`src/rtl/bp_pkg.sv`:
```
// Shared types and constants for the branch-predictor update path.
// Latency: n/a (declarations only).
// Backpressure: n/a.
package bp_pkg;

    localparam int PC_W  = 16;
    localparam int IDX_W = 4;
    localparam int CNT_W = 2;

    // Counter table reset value: weakly not-taken.
    localparam logic [CNT_W-1:0] CNT_INIT = 2'b01;

    // Tag table reset value; a branch at PC FFFF therefore never predicts.
    localparam logic [PC_W-1:0] TAG_INVALID = 16'hFFFF;

    typedef enum logic [1:0] {
        ST_IDLE  = 2'd0,
        ST_READ  = 2'd1,
        ST_WRITE = 2'd2
    } bp_state_t;

    // Queued update layout for the default widths (the top rebuilds it per its parameters).
    typedef struct packed {
        logic [IDX_W-1:0] idx;
        logic [PC_W-1:0]  pc;
        logic             taken;
        logic [PC_W-1:0]  target;
    } bp_entry_t;

endpackage

```
`src/rtl/bp_upd_fifo.sv`:
```
// Pending-update queue: synchronous FIFO with clear, full/empty flags and occupancy count.
// Latency: a push is visible at the head the cycle after the accepting edge.
// Backpressure: pushes while full and pops while empty are ignored; clear beats push and pop.
module bp_upd_fifo #(
    parameter int WIDTH = 8,
    parameter int DEPTH = 4
) (
    input  logic                       clk,
    input  logic                       reset,
    input  logic                       i_clear,
    input  logic                       i_push,
    input  logic [WIDTH-1:0]           i_dat,
    input  logic                       i_pop,
    output logic [WIDTH-1:0]           o_head,
    output logic                       o_full,
    output logic                       o_empty,
    output logic [$clog2(DEPTH):0]     o_count
);

    localparam int AW = $clog2(DEPTH);

    logic [WIDTH-1:0] r_mem [DEPTH];
    logic [AW-1:0]    r_wr_ptr;
    logic [AW-1:0]    r_rd_ptr;
    logic [AW:0]      r_count;
    logic             w_push;
    logic             w_pop;

    assign o_full  = (r_count == (AW+1)'(DEPTH));
    assign o_empty = (r_count == '0);
    assign o_count = r_count;
    assign o_head  = r_mem[r_rd_ptr];
    assign w_push  = i_push && !o_full;
    assign w_pop   = i_pop && !o_empty;

    // Storage array; contents need no reset because the count gates visibility.
    always_ff @(posedge clk) begin
        if (w_push && !i_clear) begin
            r_mem[r_wr_ptr] <= i_dat;
        end
    end

    // Pointer and occupancy bookkeeping; pointers wrap naturally at a power-of-2 depth.
    always_ff @(posedge clk) begin
        if (reset || i_clear) begin
            r_wr_ptr <= '0;
            r_rd_ptr <= '0;
            r_count  <= '0;
        end else begin
            if (w_push) begin
                r_wr_ptr <= r_wr_ptr + AW'(1);
            end
            if (w_pop) begin
                r_rd_ptr <= r_rd_ptr + AW'(1);
            end
            r_count <= r_count + (AW+1)'(w_push) - (AW+1)'(w_pop);
        end
    end

endmodule

```
`src/rtl/bp_update_unit.sv`:
```
// Branch-predictor write-side controller: queues resolved branches, RMWs the 2-bit counter, writes tag/target.
// Latency: event accepted at E0 into an idle unit -> READ after E1 -> WRITE after E2 -> committed at E3.
// Backpressure: upd_ready = !full (no pass-through on a same-cycle pop); flush drops queued work and new events.
module bp_update_unit
    import bp_pkg::*;
#(
    parameter int PC_WIDTH    = 16,
    parameter int INDEX_WIDTH = 4,
    parameter int IDX_LSB     = 0,
    parameter int CNT_WIDTH   = 2,
    parameter int FIFO_DEPTH  = 4
) (
    input  logic                   clk,
    input  logic                   reset,
    input  logic                   upd_valid,
    output logic                   upd_ready,
    input  logic [PC_WIDTH-1:0]    upd_pc,
    input  logic                   upd_taken,
    input  logic [PC_WIDTH-1:0]    upd_target,
    input  logic                   flush,
    output logic [INDEX_WIDTH-1:0] cnt_rd_addr,
    input  logic [CNT_WIDTH-1:0]   cnt_rd_data,
    output logic                   cnt_wr_en,
    output logic [INDEX_WIDTH-1:0] cnt_wr_addr,
    output logic [CNT_WIDTH-1:0]   cnt_wr_data,
    output logic                   tag_wr_en,
    output logic [INDEX_WIDTH-1:0] tag_wr_addr,
    output logic [PC_WIDTH-1:0]    tag_wr_data,
    output logic [PC_WIDTH-1:0]    tgt_wr_data,
    output logic                   busy
);

    localparam int CW = $clog2(FIFO_DEPTH) + 1;

    typedef struct packed {
        logic [INDEX_WIDTH-1:0] idx;
        logic [PC_WIDTH-1:0]    pc;
        logic                   taken;
        logic [PC_WIDTH-1:0]    target;
    } upd_entry_t;

    bp_state_t  r_state;
    upd_entry_t w_new;
    upd_entry_t w_head;
    logic       w_full;
    logic       w_empty;
    logic [CW-1:0] w_count;
    logic       w_push;
    logic       w_pop;
    logic       w_more;

    // Saturating 2-bit-style counter step: up on taken, down on not-taken, clamped at both ends.
    function automatic logic [CNT_WIDTH-1:0] f_sat_step(input logic [CNT_WIDTH-1:0] cnt,
                                                        input logic             taken);
        if (taken) begin
            return (cnt == '1) ? cnt : cnt + CNT_WIDTH'(1);
        end
        return (cnt == '0) ? cnt : cnt - CNT_WIDTH'(1);
    endfunction

    assign w_new.idx    = upd_pc[IDX_LSB+INDEX_WIDTH-1:IDX_LSB];
    assign w_new.pc     = upd_pc;
    assign w_new.taken  = upd_taken;
    assign w_new.target = upd_target;

    assign upd_ready = !w_full;
    // A flush in the same cycle discards the incoming event.
    assign w_push    = upd_valid && upd_ready && !flush;
    assign w_pop     = (r_state == ST_WRITE);
    // Entries left after this edge's pop, counting any event arriving on the same edge.
    assign w_more    = (w_count > CW'(1)) || w_push;

    assign cnt_rd_addr = w_empty ? '0 : w_head.idx;
    assign busy        = (r_state != ST_IDLE) || !w_empty;

    bp_upd_fifo #(
        .WIDTH ($bits(upd_entry_t)),
        .DEPTH (FIFO_DEPTH)
    ) u_fifo (
        .clk     (clk),
        .reset   (reset),
        .i_clear (flush),
        .i_push  (w_push),
        .i_dat   (w_new),
        .i_pop   (w_pop),
        .o_head  (w_head),
        .o_full  (w_full),
        .o_empty (w_empty),
        .o_count (w_count)
    );

    // Update FSM with registered table-write outputs; one update every two cycles.
    always_ff @(posedge clk) begin
        if (reset) begin
            r_state     <= ST_IDLE;
            cnt_wr_en   <= 1'b0;
            cnt_wr_addr <= '0;
            cnt_wr_data <= '0;
            tag_wr_en   <= 1'b0;
            tag_wr_addr <= '0;
            tag_wr_data <= '0;
            tgt_wr_data <= '0;
        end else begin
            case (r_state)
                ST_IDLE: begin
                    cnt_wr_en <= 1'b0;
                    tag_wr_en <= 1'b0;
                    if (!w_empty && !flush) begin
                        r_state <= ST_READ;
                    end
                end
                ST_READ: begin
                    if (flush) begin
                        // Not yet started writing: drop it entirely.
                        r_state <= ST_IDLE;
                    end else begin
                        r_state     <= ST_WRITE;
                        cnt_wr_en   <= 1'b1;
                        cnt_wr_addr <= w_head.idx;
                        cnt_wr_data <= f_sat_step(cnt_rd_data, w_head.taken);
                        // Only taken branches allocate a tag/target entry.
                        tag_wr_en   <= w_head.taken;
                        tag_wr_addr <= w_head.idx;
                        tag_wr_data <= w_head.pc;
                        tgt_wr_data <= w_head.target;
                    end
                end
                ST_WRITE: begin
                    // The write presented this cycle commits regardless of flush.
                    cnt_wr_en <= 1'b0;
                    tag_wr_en <= 1'b0;
                    if (!flush && w_more) begin
                        r_state <= ST_READ;
                    end else begin
                        r_state <= ST_IDLE;
                    end
                end
                default: begin
                    r_state   <= ST_IDLE;
                    cnt_wr_en <= 1'b0;
                    tag_wr_en <= 1'b0;
                end
            endcase
        end
    end

endmodule

```
`config.mk`:
```
export PLATFORM = sky130hd
export DESIGN_NAME = bp_update_unit
export DESIGN_NICKNAME = d
export VERILOG_FILES = /design/src/rtl/bp_pkg.sv /design/src/rtl/bp_upd_fifo.sv /design/src/rtl/bp_update_unit.sv
export SDC_FILE = /design/constraint.sdc
export NUM_CORES = 1
export LEC_CHECK = 0
export CELL_PAD_IN_SITES_DETAIL_PLACEMENT = 2
export CELL_PAD_IN_SITES_GLOBAL_PLACEMENT = 2
export CORE_UTILIZATION = 41
export CTS_CLUSTER_DIAMETER = 40
export DETAILED_ROUTE_END_ITERATION = 10
export GPL_ROUTABILITY_DRIVEN = 0
export PLACE_DENSITY = 0.81
export SYNTH_ARGS = -nofsm -noshare
export SYNTH_HDL_FRONTEND = slang
export SYNTH_SLANG_ARGS = --single-unit
```
`constraint.sdc`:
```
create_clock -name clk -period 2.4 [get_ports clk]
set_input_delay 0.36 -clock clk [delete_from_list [all_inputs] [get_ports clk]]
set_output_delay 0.36 -clock clk [all_outputs]
set_load 0.1 [all_outputs]
```
Word-level counts from Yosys, hierarchy flattened
Memory sizes are Yosys's and may differ from the RTL's. A register that Yosys moved wholly into a read port is not among the register bits.
Index checks and enable logic that the tools add are counted.
{"block": "totals", "out_inout_bits": 50, "in_bits": 39, "reg_bits": 49, "ram_bits": 148, "mem_count": 1}
{"block": "op_classes", "reduce_logical": 19, "muxes": 17, "n_addsub": 6, "order_cmp": 1, "bitwise_logic": 2, "n_eq_ne": 5}
{"name": "u_fifo.r_mem", "depth": 4, "width": 37, "read_ports": 1, "rd_ports_with_merged_regs": 1, "wr": 1, "line_no": "bp_upd_fifo.sv:22", "source": "logic [WIDTH-1:0] r_mem [DEPTH];"}
{"cell": "$mux W2", "n": 8}
{"cell": "$logic_and A1 B1 Y1", "n": 7}
{"cell": "$mux W1", "n": 7}
{"cell": "$add A2 B1 Y2 const B", "n": 3}
{"cell": "$pmux W2 S3", "n": 1}
{"cell": "$eq A2 B2 Y1 const B", "n": 2}
{"cell": "$logic_not A2 Y1", "n": 2}
{"cell": "$mux W4", "n": 1}
{"cell": "$add A3 B1 Y3", "n": 1}
{"cell": "$eq A3 B3 Y1 const B", "n": 1}
{"cell": "$gt A3 B1 Y1 const B", "n": 1}
{"cell": "$logic_not A1 Y1", "n": 3}
{"cell": "$logic_not A3 Y1", "n": 1}
{"cell": "$logic_or A1 B1 Y1", "n": 3}
{"cell": "$sub A3 B1 Y3", "n": 1}
{"cell": "$eq A2 B1 Y1 const B", "n": 1}
{"cell": "$ne A2 B2 Y1 const B", "n": 1}
{"cell": "$not A1 Y1", "n": 2}
{"cell": "$reduce_and A2 Y1", "n": 1}
{"cell": "$reduce_bool A2 Y1", "n": 1}
{"cell": "$reduce_or A2 Y1", "n": 1}
{"cell": "$sub A2 B1 Y2 const B", "n": 1}

Depth between registers and ports, before layout
{"block": "logic_depth", "depth_word": 8, "depth_mapped": 9, "depth_no_buf": 8}

By module
From an unflattened synthesis, not the netlist that was laid out.
{"block": "hier_totals", "cells_unflattened": 442, "hier_area_um2": 7500.9}
{"module": "bp_upd_fifo", "n_inst": 1, "seq_area_each_um2": 4624.4, "area_per_inst_um2": 5911.9, "cells_per_inst": 246}
{"module": "bp_update_unit", "n_inst": 1, "seq_area_each_um2": 840.8, "area_per_inst_um2": 1589.0, "cells_per_inst": 196}

Worst setup path before layout
Ideal clock, no wire load.
{"block": "synth_timing", "path_type": "register to output", "from": "reg (tool-made name)", "to": "out cnt_rd_addr[1]", "n_path_buf": 2, "path_slack_ns": -0.345, "path_stages_with_launch": 5, "arrival_time_ns": 2.385, "path_cell_list": "dfxtp_1 -> buf_2 -> clkbuf_1 -> mux4_2 -> nor2b_1"}
{"element": "end: declaration", "line_no": "bp_update_unit.sv:21", "source": "output logic [INDEX_WIDTH-1:0] cnt_rd_addr,"}

==> out/metrics.cfg <==
[worst_setup_path]
critPathCaptureType = primary output
cp.arrival_ns = 1.84
criticalPathCategory = reg2out
worstReg2RegStart = r_state[1]
critical_path_required_ns = 2.04
critical_path.startpoint_type = flip-flop
crit_fanout = 7

[detailed_routing]
detail_route.iter0.violations = 191
drcViolationCount = 0
routed-via-count = 3495
detail-route-antenna-nets = 0
route.detailed.vias_per_inst = 5.22
firstDrtPassIters = 4
routedWlPerCell_um = 23.7
routed_wl_mm = 15.9

[synth]
commonest_cells_in_the_netlist = 132 x edfxtp_1, 47 x dfxtp_1, 33 x mux4_2
synth_sequential_area_ratio_pct = 74.4
synthCells = 345
synth_most_common_cell = edfxtp_1
synth_area_leader_cell = edfxtp_1
synthesis.nets = 392
yosys_most_used_dff = edfxtp_1
synth_top_area_share_pct = 60.1
async_flop_share_pct = 0
synth.lib_cells_used.distinct = 36
synth-edff-count = 132
synth.yosys.warnings = 0
post_synth_instance_area_um2 = 6600
synthTopCellsByArea = edfxtp_1 60%, dfxtp_1 14%, mux4_2 11%
synth_seq_cells = 179
post_synth.cell_area_avg_um2 = 19.1

[floorplanning]
initial_utilization_pct = 41.8
placeableCoreArea_um2 = 15800
row_count = 46
floorplan.die.width_um = 129
fp.dieArea_um2 = 16600
die_y_um = 129
top_level_pins = 89

[sta]
final-hold-violation-count = 0
timing_worst_slew_pin_value_ns = 1.00
finClkSkew_ns = 0.00846
final.setup.tns_ns = 0
setup-violations-final = 0
final.min_clock_period_ns = 2.20
drv_slew = 0
grt_setup_unrepaired = no
timing.fmax_mhz = 455
final_min_period_over_clock_period_pct = 91.6
worst_slew_margin_pct = 32.9

[grt]
grt_start_max_net_pins = 34
grt_use_total_pct = 20.7
vias_in_the_first_global_route = 3963
grt_overflow_total = 0
wire_length_of_the_first_global_routing_pass_mm = 24.2
number_of_antenna_violations_at_the_first_check_in_global_routing = 0

[layout]
post_layout_nets = 488
post_route_cells_drive_above_1_share_pct = 30.6
area_growth_syn_to_layout_pct = 26.2
antenna_cells = 0
final_design_area_no_fill_um2 = 8330

[clocking]
cts-buffers-inserted = 17
worst_path_clk_slew_ns = 0.07
postCtsSetupBuffers = 0
post_cts_repair_resize_count = 0
tritoncts_clock_tree = yes
worst_skew_pair.late_latency_ns = 0.43
numClockSinks = 179
clock_tree.root_cell = clkbuf_16
holdBufCountCts = 0
cts_max_path_buffers = 2
htree_num_levels = 4

[power_and_ir_drop]
p_comb_share_pct = 4.4
worst_ir_drop_vdd_mv = 0.540
netSwitchingFraction_pct = 20.7
internal-power_mw = 5.25
power.density_nw_per_um2 = 795
p_total_mw = 6.62
clkPwrFrac_pct = 44.6
pwr-share-seq_pct = 51.0
p_sw_mw = 1.37
total_leakage_power_nw = 2.86

[run_status]
run_status = complete, no violations

[place]
detailed_place_hpwl_mm = 9.92
placed_area_um2 = 7700
port_buffers = 88

[min_path]
worstHoldPathType = reg2reg
timing.hold.worst.start = cnt_wr_en

[run]
timing.max_cap.violations = 0

==> stage by stage <==
step | std cells | utilization [%] | setup slack, ns | hold WS [ns]
final | 670 | 52.8 | 0.202 | 0.478
after detailed placement | 638 | 48.8 | 0.106 | 0.472
after CTS | 670 | 52.8 | 0.160 | 0.490
after global placement | 638 | 48.8 | 0.215 | 0.438
after floorplan | 345 | - | 0.183 | 0.432
after global routing | 670 | 52.8 | 0.114 | 0.511
==> logic make-up after synthesis <==
family          after synthesis  share of synthesized area (%)
mux                          34                           11.4
fa+ha+maj                     8                           1.63
flops                       179                           74.4
xor+xnor                      1                          0.133
compound gates               49                           5.79
simple gates                 38                           3.43
buf+inv                      36                           3.24
==> worst max-delay path, cell delays in order, from the launching register on <==
cell	delay, ns
dfxtp_2	0.48
mux4_2	0.58
nor2b_2	0.19
buf_12	0.17
==> sequential cells by signal (all words and copies together) (netlist names), named ones only <==
| register | flops |
|---|---|
| u_fifo.r_rd_ptr | 2 |
| tag_wr_en | 1 |
| r_state | 2 |
| tag_wr_addr | 3 |
| u_fifo.r_mem | 132 |
| tag_wr_data | 13 |
| cnt_wr_en | 1 |
| cnt_wr_data | 2 |
| u_fifo.r_wr_ptr | 2 |
| u_fifo.o_count | 3 |
| tgt_wr_data | 16 |
==> power groups by stage <==
stage                     Combinational (mW)  Clock [mW]  Sequential [mW]
after floorplan                        0.108           0             3.47
after global placement                 0.272           0             3.44
after detailed placement               0.289           0             3.45
after CTS                              0.292        2.99             3.38
after global routing                   0.305        3.09             3.38
final                                  0.289        2.95             3.38
==> placed cells by master, fill, tap and decap left out, drive strengths merged, types with 3 or more instances in the layout <==
cell and instances:
edfxtp 132, ha 7, inv 14, clkbuf 19
a21oi 6, buf 63, nand2 3, nor3b 4
clkinv 3, o21ai 6, mux4 33, clkinvlp 4
bufinv 4, a22o 32, nor2b 5, nor2 10
clkdlybuf4s50 38, dfxtp 47, and2 6
==> cell type report <==
type / count / area [um^2]
clock buffers: 19 / 443
clock inverters: 13 / 181
fillers: 1393 / 7440
inverters: 12 / 45.0
multi-input cells: 130 / 1500
flip-flops and latches: 179 / 4910
well taps: 216 / 270
repair buffers: 101 / 978
==> metal layers <==
metal | vias up | GRT usage, % | share of wire (%)
li1 | 1555 | - | -
met1 | 1844 | 24.4 | 41
met2 | 79 | 37.8 | 55
met3 | 17 | 3.45 | 2.7
met4 | 0 | 8.24 | 1.4
met5 | - | 0 | 0
==> path summary, 6_finish.rpt <==
check / endpoint / slack, ns / cells after the start
worst max-delay path: cnt_rd_addr[0] / 0.20 / 3
worst min-delay path: cnt_wr_en / 0.48 / 2
worst max register to register: u_fifo.o_count[1] / 0.31 / 7
worst min register to register: cnt_wr_en / 0.48 / 2
Note: power is estimated with default switching activity, not from simulation.
